==> src/rtl/crc16_share_ctrl_if.sv <==
// Requester/controller bundle for the shared CRC-16 engine.
// master = packet-assembly side, slave = crc16_share_ctrl.
interface crc16_share_ctrl_if;
    logic [1:0]  i_valid;
    logic [7:0]  i_data0;
    logic [7:0]  i_data1;
    logic [1:0]  i_last;
    logic [1:0]  o_ready;
    logic [1:0]  o_grant;
    logic        o_busy;
    logic [15:0] o_crc;
    logic        o_crc_valid;
    logic        o_crc_id;

    modport master (
        output i_valid, i_data0, i_data1, i_last,
        input  o_ready, o_grant, o_busy, o_crc, o_crc_valid, o_crc_id
    );

    modport slave (
        input  i_valid, i_data0, i_data1, i_last,
        output o_ready, o_grant, o_busy, o_crc, o_crc_valid, o_crc_id
    );
endinterface

==> src/rtl/crc16_share_ctrl.sv <==
// Frame-granular round-robin sharing of one bit-serial CRC-16 engine
// between two byte-stream requesters; all outputs are registered.
module crc16_share_ctrl #(
    parameter logic [15:0] POLY = 16'h1021,
    parameter logic [15:0] INIT = 16'hFFFF
) (
    input  logic              i_clk,
    input  logic              i_rst_n,
    crc16_share_ctrl_if.slave bus
);

    typedef enum logic [1:0] {IDLE, WAIT, SHIFT, DONE} state_t;

    state_t      state;
    logic [15:0] crc;
    logic [7:0]  shreg;
    logic [2:0]  bit_cnt;
    logic        last_flag;
    logic        first_byte;
    logic        last_winner;

    logic        gidx;
    logic [7:0]  sel_data;
    logic        sel_last;
    logic        accept;
    logic        fb;
    logic [15:0] crc_next;
    logic        winner;

    // Granted index doubles as the mux select for the owner's byte lane
    always_comb begin
        gidx     = bus.o_grant[1];
        sel_data = gidx ? bus.i_data1 : bus.i_data0;
        sel_last = bus.i_last[gidx];
        accept   = |(bus.i_valid & bus.o_ready);
        fb       = crc[15] ^ shreg[7];
        crc_next = {crc[14:0], 1'b0} ^ (fb ? POLY : 16'h0000);
        winner   = (&bus.i_valid) ? ~last_winner : bus.i_valid[1];
    end

    always_ff @(posedge i_clk or negedge i_rst_n) begin
        if (!i_rst_n) begin
            state           <= IDLE;
            crc             <= 16'h0000;
            shreg           <= 8'h00;
            bit_cnt         <= 3'd0;
            last_flag       <= 1'b0;
            first_byte      <= 1'b0;
            last_winner     <= 1'b1;
            bus.o_ready     <= 2'b00;
            bus.o_grant     <= 2'b00;
            bus.o_busy      <= 1'b0;
            bus.o_crc       <= 16'h0000;
            bus.o_crc_valid <= 1'b0;
            bus.o_crc_id    <= 1'b0;
        end else begin
            bus.o_crc_valid <= 1'b0;
            case (state)
                IDLE: begin
                    if (|bus.i_valid) begin
                        bus.o_grant <= winner ? 2'b10 : 2'b01;
                        bus.o_ready <= winner ? 2'b10 : 2'b01;
                        bus.o_busy  <= 1'b1;
                        first_byte  <= 1'b1;
                        state       <= WAIT;
                    end
                end
                WAIT: begin
                    if (accept) begin
                        shreg       <= sel_data;
                        last_flag   <= sel_last;
                        if (first_byte) begin
                            crc <= INIT;
                        end
                        first_byte  <= 1'b0;
                        bit_cnt     <= 3'd0;
                        bus.o_ready <= 2'b00;
                        state       <= SHIFT;
                    end
                end
                SHIFT: begin
                    crc     <= crc_next;
                    shreg   <= {shreg[6:0], 1'b0};
                    bit_cnt <= bit_cnt + 3'd1;
                    // Final CRC is captured from crc_next so it appears on the same edge as the last shift
                    if (bit_cnt == 3'd7) begin
                        if (last_flag) begin
                            bus.o_crc       <= crc_next;
                            bus.o_crc_valid <= 1'b1;
                            bus.o_crc_id    <= gidx;
                            state           <= DONE;
                        end else begin
                            bus.o_ready <= bus.o_grant;
                            state       <= WAIT;
                        end
                    end
                end
                DONE: begin
                    last_winner <= gidx;
                    bus.o_grant <= 2'b00;
                    bus.o_busy  <= 1'b0;
                    state       <= IDLE;
                end
                default: begin
                    state <= IDLE;
                end
            endcase
        end
    end

endmodule

==> src/flat_wrapper.sv <==
// flat-port wrapper written by rule: the top's interface ports become plain ports
module crc16_share_ctrl_flat 
#(
    parameter logic [15:0] POLY = 16'h1021,
    parameter logic [15:0] INIT = 16'hFFFF
)
  (i_clk, i_rst_n, bus_i_valid, bus_i_data0, bus_i_data1, bus_i_last, bus_o_ready, bus_o_grant, bus_o_busy, bus_o_crc, bus_o_crc_valid, bus_o_crc_id);
  crc16_share_ctrl_if bus_i ();
  input  logic i_clk;
  input  logic i_rst_n;
  input wire logic [$bits(bus_i.i_valid)-1:0] bus_i_valid;
  input wire logic [$bits(bus_i.i_data0)-1:0] bus_i_data0;
  input wire logic [$bits(bus_i.i_data1)-1:0] bus_i_data1;
  input wire logic [$bits(bus_i.i_last)-1:0] bus_i_last;
  output wire logic [$bits(bus_i.o_ready)-1:0] bus_o_ready;
  output wire logic [$bits(bus_i.o_grant)-1:0] bus_o_grant;
  output wire logic [$bits(bus_i.o_busy)-1:0] bus_o_busy;
  output wire logic [$bits(bus_i.o_crc)-1:0] bus_o_crc;
  output wire logic [$bits(bus_i.o_crc_valid)-1:0] bus_o_crc_valid;
  output wire logic [$bits(bus_i.o_crc_id)-1:0] bus_o_crc_id;
  assign bus_i.i_valid = bus_i_valid;
  assign bus_i.i_data0 = bus_i_data0;
  assign bus_i.i_data1 = bus_i_data1;
  assign bus_i.i_last = bus_i_last;
  assign bus_o_ready = bus_i.o_ready;
  assign bus_o_grant = bus_i.o_grant;
  assign bus_o_busy = bus_i.o_busy;
  assign bus_o_crc = bus_i.o_crc;
  assign bus_o_crc_valid = bus_i.o_crc_valid;
  assign bus_o_crc_id = bus_i.o_crc_id;
  crc16_share_ctrl #(.POLY(POLY), .INIT(INIT)) u_core (.i_clk(i_clk), .i_rst_n(i_rst_n), .bus(bus_i));
endmodule
==> config.mk <==
export PLATFORM = sky130hd
export DESIGN_NAME = crc16_share_ctrl_flat
export DESIGN_NICKNAME = d
export VERILOG_FILES = /design/src/rtl/crc16_share_ctrl_if.sv /design/src/rtl/crc16_share_ctrl.sv /design/src/flat_wrapper.sv
export SDC_FILE = /design/constraint.sdc
export NUM_CORES = 1
export LEC_CHECK = 0
export ABC_AREA = 1
export CAP_MARGIN = 0
export CORE_UTILIZATION = 35
export DETAILED_ROUTE_END_ITERATION = 7
export SYNTH_ARGS = -nofsm -noshare
export SYNTH_HDL_FRONTEND = slang
export SYNTH_SLANG_ARGS = --single-unit
==> constraint.sdc <==
create_clock -name i_clk -period 1.7 [get_ports i_clk]
set_clock_uncertainty 0.2 [all_clocks]
set_input_delay 0.17 -clock i_clk [delete_from_list [all_inputs] [get_ports i_clk]]
set_output_delay 0.17 -clock i_clk [all_outputs]
set_load 0.02 [all_outputs]
Word level (Yosys, flattened, before mapping)
Index checks and enable logic that the tools add are counted.
Storage, ports and cells
  register bits: 55
  latch bits: 0
  memory bits (writable): 0
  bits in read-only memories: 0
  input bits: 22
  output and inout port bits: 23
  word-level logic and storage cells: 75
  memories kept: 0
Cells by class
  $add $sub $neg: 1
  multiply operators: 0
  divide/modulo/power cells: 0
  order comparisons: 1
  equal/unequal tests: 9
  shift operators: 0
  multiplexer cells: 31
  bitwise gates (word level): 4
  reduce and logical (&&, ||, !) cells: 16
Operator list (count)
  $mux W16: 2
  $pmux W16 S2: 1
  $mux W2: 9
  $mux W8: 2
  $pmux W8 S2: 1
  $xor A16 B16 Y16: 1
  $mux W13: 1
  $reduce_and A3 Y1: 4
  $mux W1: 8
  $ne A2 B1 Y1 const B: 4
  $pmux W2 S4: 1
  $reduce_and A2 Y1: 4
  $pmux W2 S3: 1
  $pmux W3 S2: 1
  $reduce_bool A2 Y1: 3
  $reduce_and A5 Y1: 1
  $eq A2 B2 Y1 const B: 2
  $pmux W1 S2: 2
  $pmux W2 S2: 1
  $reduce_or A2 Y1: 2
  $add A3 B1 Y3 const B: 1
  $eq A3 B3 Y1 const B: 1
  $mux W3: 1
  $reduce_bool A3 Y1: 1
  other kinds (7): 7

Logic depth before layout (Yosys ltp)
Gate-level depths: netlist (run 1).
  depth in word-level cells: 5
  gate-level depth with buffers: 9
  mapped depth without buffers: 9

Worst setup path after synthesis (run 1)
No wires, ideal clock.
  path type: reg-to-reg
  start point: register u_core.state[0]
  end point: register u_core.bus.o_crc[10]
  setup time: 0.117 ns
  arrival: 1.275 ns
  data required time: 1.383 ns
  path slack: 0.108 ns
  stages on the path, launching flop included: 9
  path buffers: 1
  clock period less this slack: 1.592 ns
  cell sequence: dfrtp_1 > inv_1 > ha_1 > nand2_1 > nor2_4 > inv_2 > buf_6 > nand2_1 > nand2_1
On the way
  word-level cells in the longest chain between the ends: 2
Ends and longest elaborated chain
  start, declared: line crc16_share_ctrl.sv:14  | state_t state;
  start signal, assigned: line crc16_share_ctrl.sv:43  | state <= IDLE;
  start signal, assigned: line crc16_share_ctrl.sv:65  | state <= WAIT;
  start signal, assigned: line crc16_share_ctrl.sv:78  | state <= SHIFT;
  $eq A2 B2 Y1: line crc16_share_ctrl.sv:58  | case (state)
  $reduce_and A3 Y1 (no source line)
  end signal, assigned: line crc16_share_ctrl.sv:88  | bus.o_crc <= crc_next;
  end, declared: line crc16_share_ctrl_if.sv:22  | output o_ready, o_grant, o_busy, o_crc, o_crc_valid, o_crc_id
No other way between the ends.
A chain may end at the register's enable or synchronous reset.

Worst setup path in the final report (run 1)
  start point: register u_core.bus.o_crc[12]
  end point: output port bus_o_crc[12]
RTL lines
  end, declared: line flat_wrapper.sv:18  | output wire logic [$bits(bus_i.o_crc)-1:0] bus_o_crc;
No word-level cell between the ends.

==> results of run 1 <==
## cell type report
cell class | count | area [µm²] | area share, %
Clock inverter | 2 | 16.27 | 0.4736
Tap cell | 99 | 123.9 | 3.607
Timing Repair Buffer | 63 | 638.1 | 18.58
Multi-Input combinational cell | 234 | 1132 | 32.97
Inverter | 18 | 72.57 | 2.113
Clock buffer | 6 | 72.57 | 2.113
Sequential cell | 55 | 1379 | 40.15
## per-layer routing
metal | up-vias | track usage [%] | share of wire, %
li1 | 1134 | - | -
met1 | 1027 | 20.34 | 45
met2 | 58 | 26.29 | 49
met3 | 6 | 3.016 | 4.4
met4 | 0 | 3.959 | 1.0
met5 | - | 0 | 0
## per-stage QoR
step                       TNS (ns)  cell area [µm²]  power, mW
after floorplan                   0             2595      1.345
after global placement            0             3237      1.429
after detailed placement  -0.001069             3237      1.429
after CTS                         0             3334      2.154
after global routing       -0.07924             3435      2.216
final                             0             3435      2.135
## cell families after synthesis
| family | after synthesis |
|---|---|
| AND/OR/NAND/NOR | 189 |
| flip-flops | 55 |
| AO/OA/AOI/OAI | 38 |
| buffers and inverters | 31 |
| adder cells (fa/ha/maj) | 7 |
## timing repair
| action | 4_1_cts | 5_1_grt |
|---|---|---|
| hold buffers | 1 | 0 |
| hold endpoints to repair | 55 | 0 |
| resized for setup | 4 | 23 |
| gates cloned | 0 | 1 |
| endpoints found under the setup margin | 8 | 50 |
| pin swaps | 0 | 2 |
## power by group through the flow
stage                     clock network (mW)  logic (mW)  registers (mW)
after floorplan                            0      0.0114            1.33
after global placement                     0      0.0957            1.33
after detailed placement                   0      0.0962            1.33
after CTS                              0.749      0.0980            1.31
after global routing                   0.801       0.108            1.31
final                                  0.733      0.0950            1.31
## registers in the layout, indices dropped and copies added, names as in the netlist, 2 cells and up
| signal | cells |
|---|---|
| u_core.shreg | 8 |
| u_core.bus.o_crc | 16 |
| u_core.bit_cnt | 3 |
| u_core.state | 2 |
| u_core.bus.o_grant | 2 |
| u_core.bus.o_ready | 2 |
| u_core.crc | 16 |
## placed cells by master, fill, tap and decap left out, types with 2 or more instances in the layout
cell type | Yosys | layout
a21oi_1 | 3 | 3
dfrtp_1 | 54 | 53
inv_4 | 0 | 2
inv_2 | 2 | 2
nand2_1 | 137 | 133
clkdlybuf4s50_1 | 0 | 39
ha_1 | 7 | 4
dlygate4sd2_1 | 0 | 3
nor2_1 | 19 | 18
buf_4 | 5 | 13
nand3_2 | 1 | 2
nor2_4 | 1 | 2
ha_4 | 0 | 3
buf_12 | 0 | 3
o211ai_1 | 7 | 7
o21ai_1 | 14 | 16
o21ai_0 | 12 | 10
nand3_1 | 28 | 27
nand2_2 | 2 | 5
clkbuf_8 | 0 | 5
inv_1 | 16 | 14
## worst min path at each step
stage | startpoint | endpoint | slack, ns | cells past startpoint
after floorplan | i_rst_n | u_core.bit_cnt[0] | -0.33 | 0
after global placement | i_rst_n | u_core.bus.o_crc[1] | -0.08 | 1
after detailed placement | i_rst_n | u_core.bus.o_crc[1] | -0.08 | 1
after CTS | i_rst_n | u_core.bus.o_crc[1] | 0.12 | 2
after global routing | i_rst_n | u_core.bus.o_crc[1] | 0.14 | 2
final | i_rst_n | u_core.bus.o_crc[0] | 0.10 | 2
==> out/results.tsv, run 1 <==
metric	value	unit
sequential-to-total area share from yosys stat	53.09	%
vias per inst	4.665	
register share of total power	61.2	%
IO Count	45	
Worst Path Required	1.33	ns
Levels on crit path	1	
Mean Syn Cell Area	8.109	µm²
CTS clock-pin slew for the worst setup and hold paths	0.11	ns
DPL Wire Length	3.994	mm
Max-Cap Viols	0	
largest fanout on the critical path	2	
power density over the cells	621.8	nW/µm²
Layout area overhead	32.35	%
Starting DRT DRC Count	72	
WS Path Type	flop to output port	
TritonCTS clock tree	built	
final worst-path cycle share	97.52	%
startpoint types	flop	
all-layer global routing usage	15.49	%
Final Max Slew Viols	0	
antenna-violating nets left	0	
share of layout cells above drive strength 1	12.43	%
post-DR wirelength/cell	11.55	µm
grt total ovfl	0	
Synth Area in Compound Gates	8.245	%
Non-Filler Instances	477	
worst-case reg-to-reg path depth	8	
Synth Net Count	349	
WHS	0.1013	ns
CTS Sinks	55	
flop-to-flop setup slack	0.06	ns
crit path launch	u_core.bus.o_crc[12]	
Fillers	741	
kind of cell adding the most delay to the critical path	buffers and inverters	
Syn Std Cell Area	2595	µm²
crit end category	output port	
Rel. slew slack	73.44	%
Max stage delay on crit path	0.60	ns
asr flop ratio synth	100.0	%
setup repair bufs after CTS	0	
# rows	31	
Post-Synth XOR/XNOR Area	0	%
core area	7214	µm²
Cells after DPL	467	
synth top area cells	dfrtp_1 52%, nand2_1 20%, nand3_1 5.4%	
H-tree depth	2	
VDD IR max	0.3579	mV
die area	7762	µm²
mux share of post-synthesis cell area	0	%
largest family of logic cells by synthesized area	simple AND/OR/NAND/NOR gates	
adder-cell share of the synthesized area	3.375	%
RSZ-0062 raised after global routing	true	
Simple-Gate Fraction of Synth Area	29.51	%
# diodes	0	
Final Net Count	406	
largest net degree at the start of global routing	25	
count leader, synth	nand2_1	
status	completed	
Final Util	47.61	%
Syn. warnings	0	
worst r2r src	u_core.state[1]	
DRC viols	0	
Final Hold Fails	0	
Die Height	88.11	µm
Post-Place Setup Slack	-0.001069	ns
Combinational Power Share	4.4	%
Hold WC Path Type	input port to asynchronous set/reset pin	
CTS Buf Count	5	
Cells after Synth	320	
Reg-to-Reg End	u_core.bus.o_ready[1]	
Final Worst Setup Slack	0.04214	ns
slowest CP cell	clkdlybuf4s50_1	
top cell type's share of synthesized area	52.07	%
CP Buf/Inv Count	1	
Initial Util	35.97	%
routed vias	2225	
TritonRoute pass-1 iters	4	
Worst-Skew Late Latency	0.31	ns
worst setup path end	bus_o_crc[12]	
LEAKAGE	1.812	nW
final WL	5.507	mm
initial antenna violation count	0	
clock power share	34.3	%
Final GP Congestion	0.8473	
shortest period the worst path allows	1.658	ns
crit path cell chain	clkdlybuf4s50_1	
synth cell count leaders	137 x nand2_1, 54 x dfrtp_1, 28 x nand3_1	
flops & latches, synth	55	
crit path DAT	1.29	ns
Net Sw Power	477.1	µW
Post-synth EDFFs	0	
Synth cell types	22	
I/O Buffers	44	
internal power	1.658	mW
Chip Width	88.11	µm
maximum clock frequency	0.6032	GHz
Sw Share	22.34	%
# setup viols final	0	
first-pass GRT wire length	9.370	mm
Least-Margin Pin Slew	0.3984	ns
Root Driver	clkbuf_8	
Main synth FF type	dfrtp_1	
vias in the first global route	2086	
clk buf depth	2	
Synth area leader	dfrtp_1	
No activity file was read; power rests on OpenSTA's default activity.
==> run 2: changes to the inputs <==
- HOLD_SLACK_MARGIN: unset -> 0.08
==> results of run 2 <==
Same layout as run 1: the final DEF is identical, and so are final timing and power.
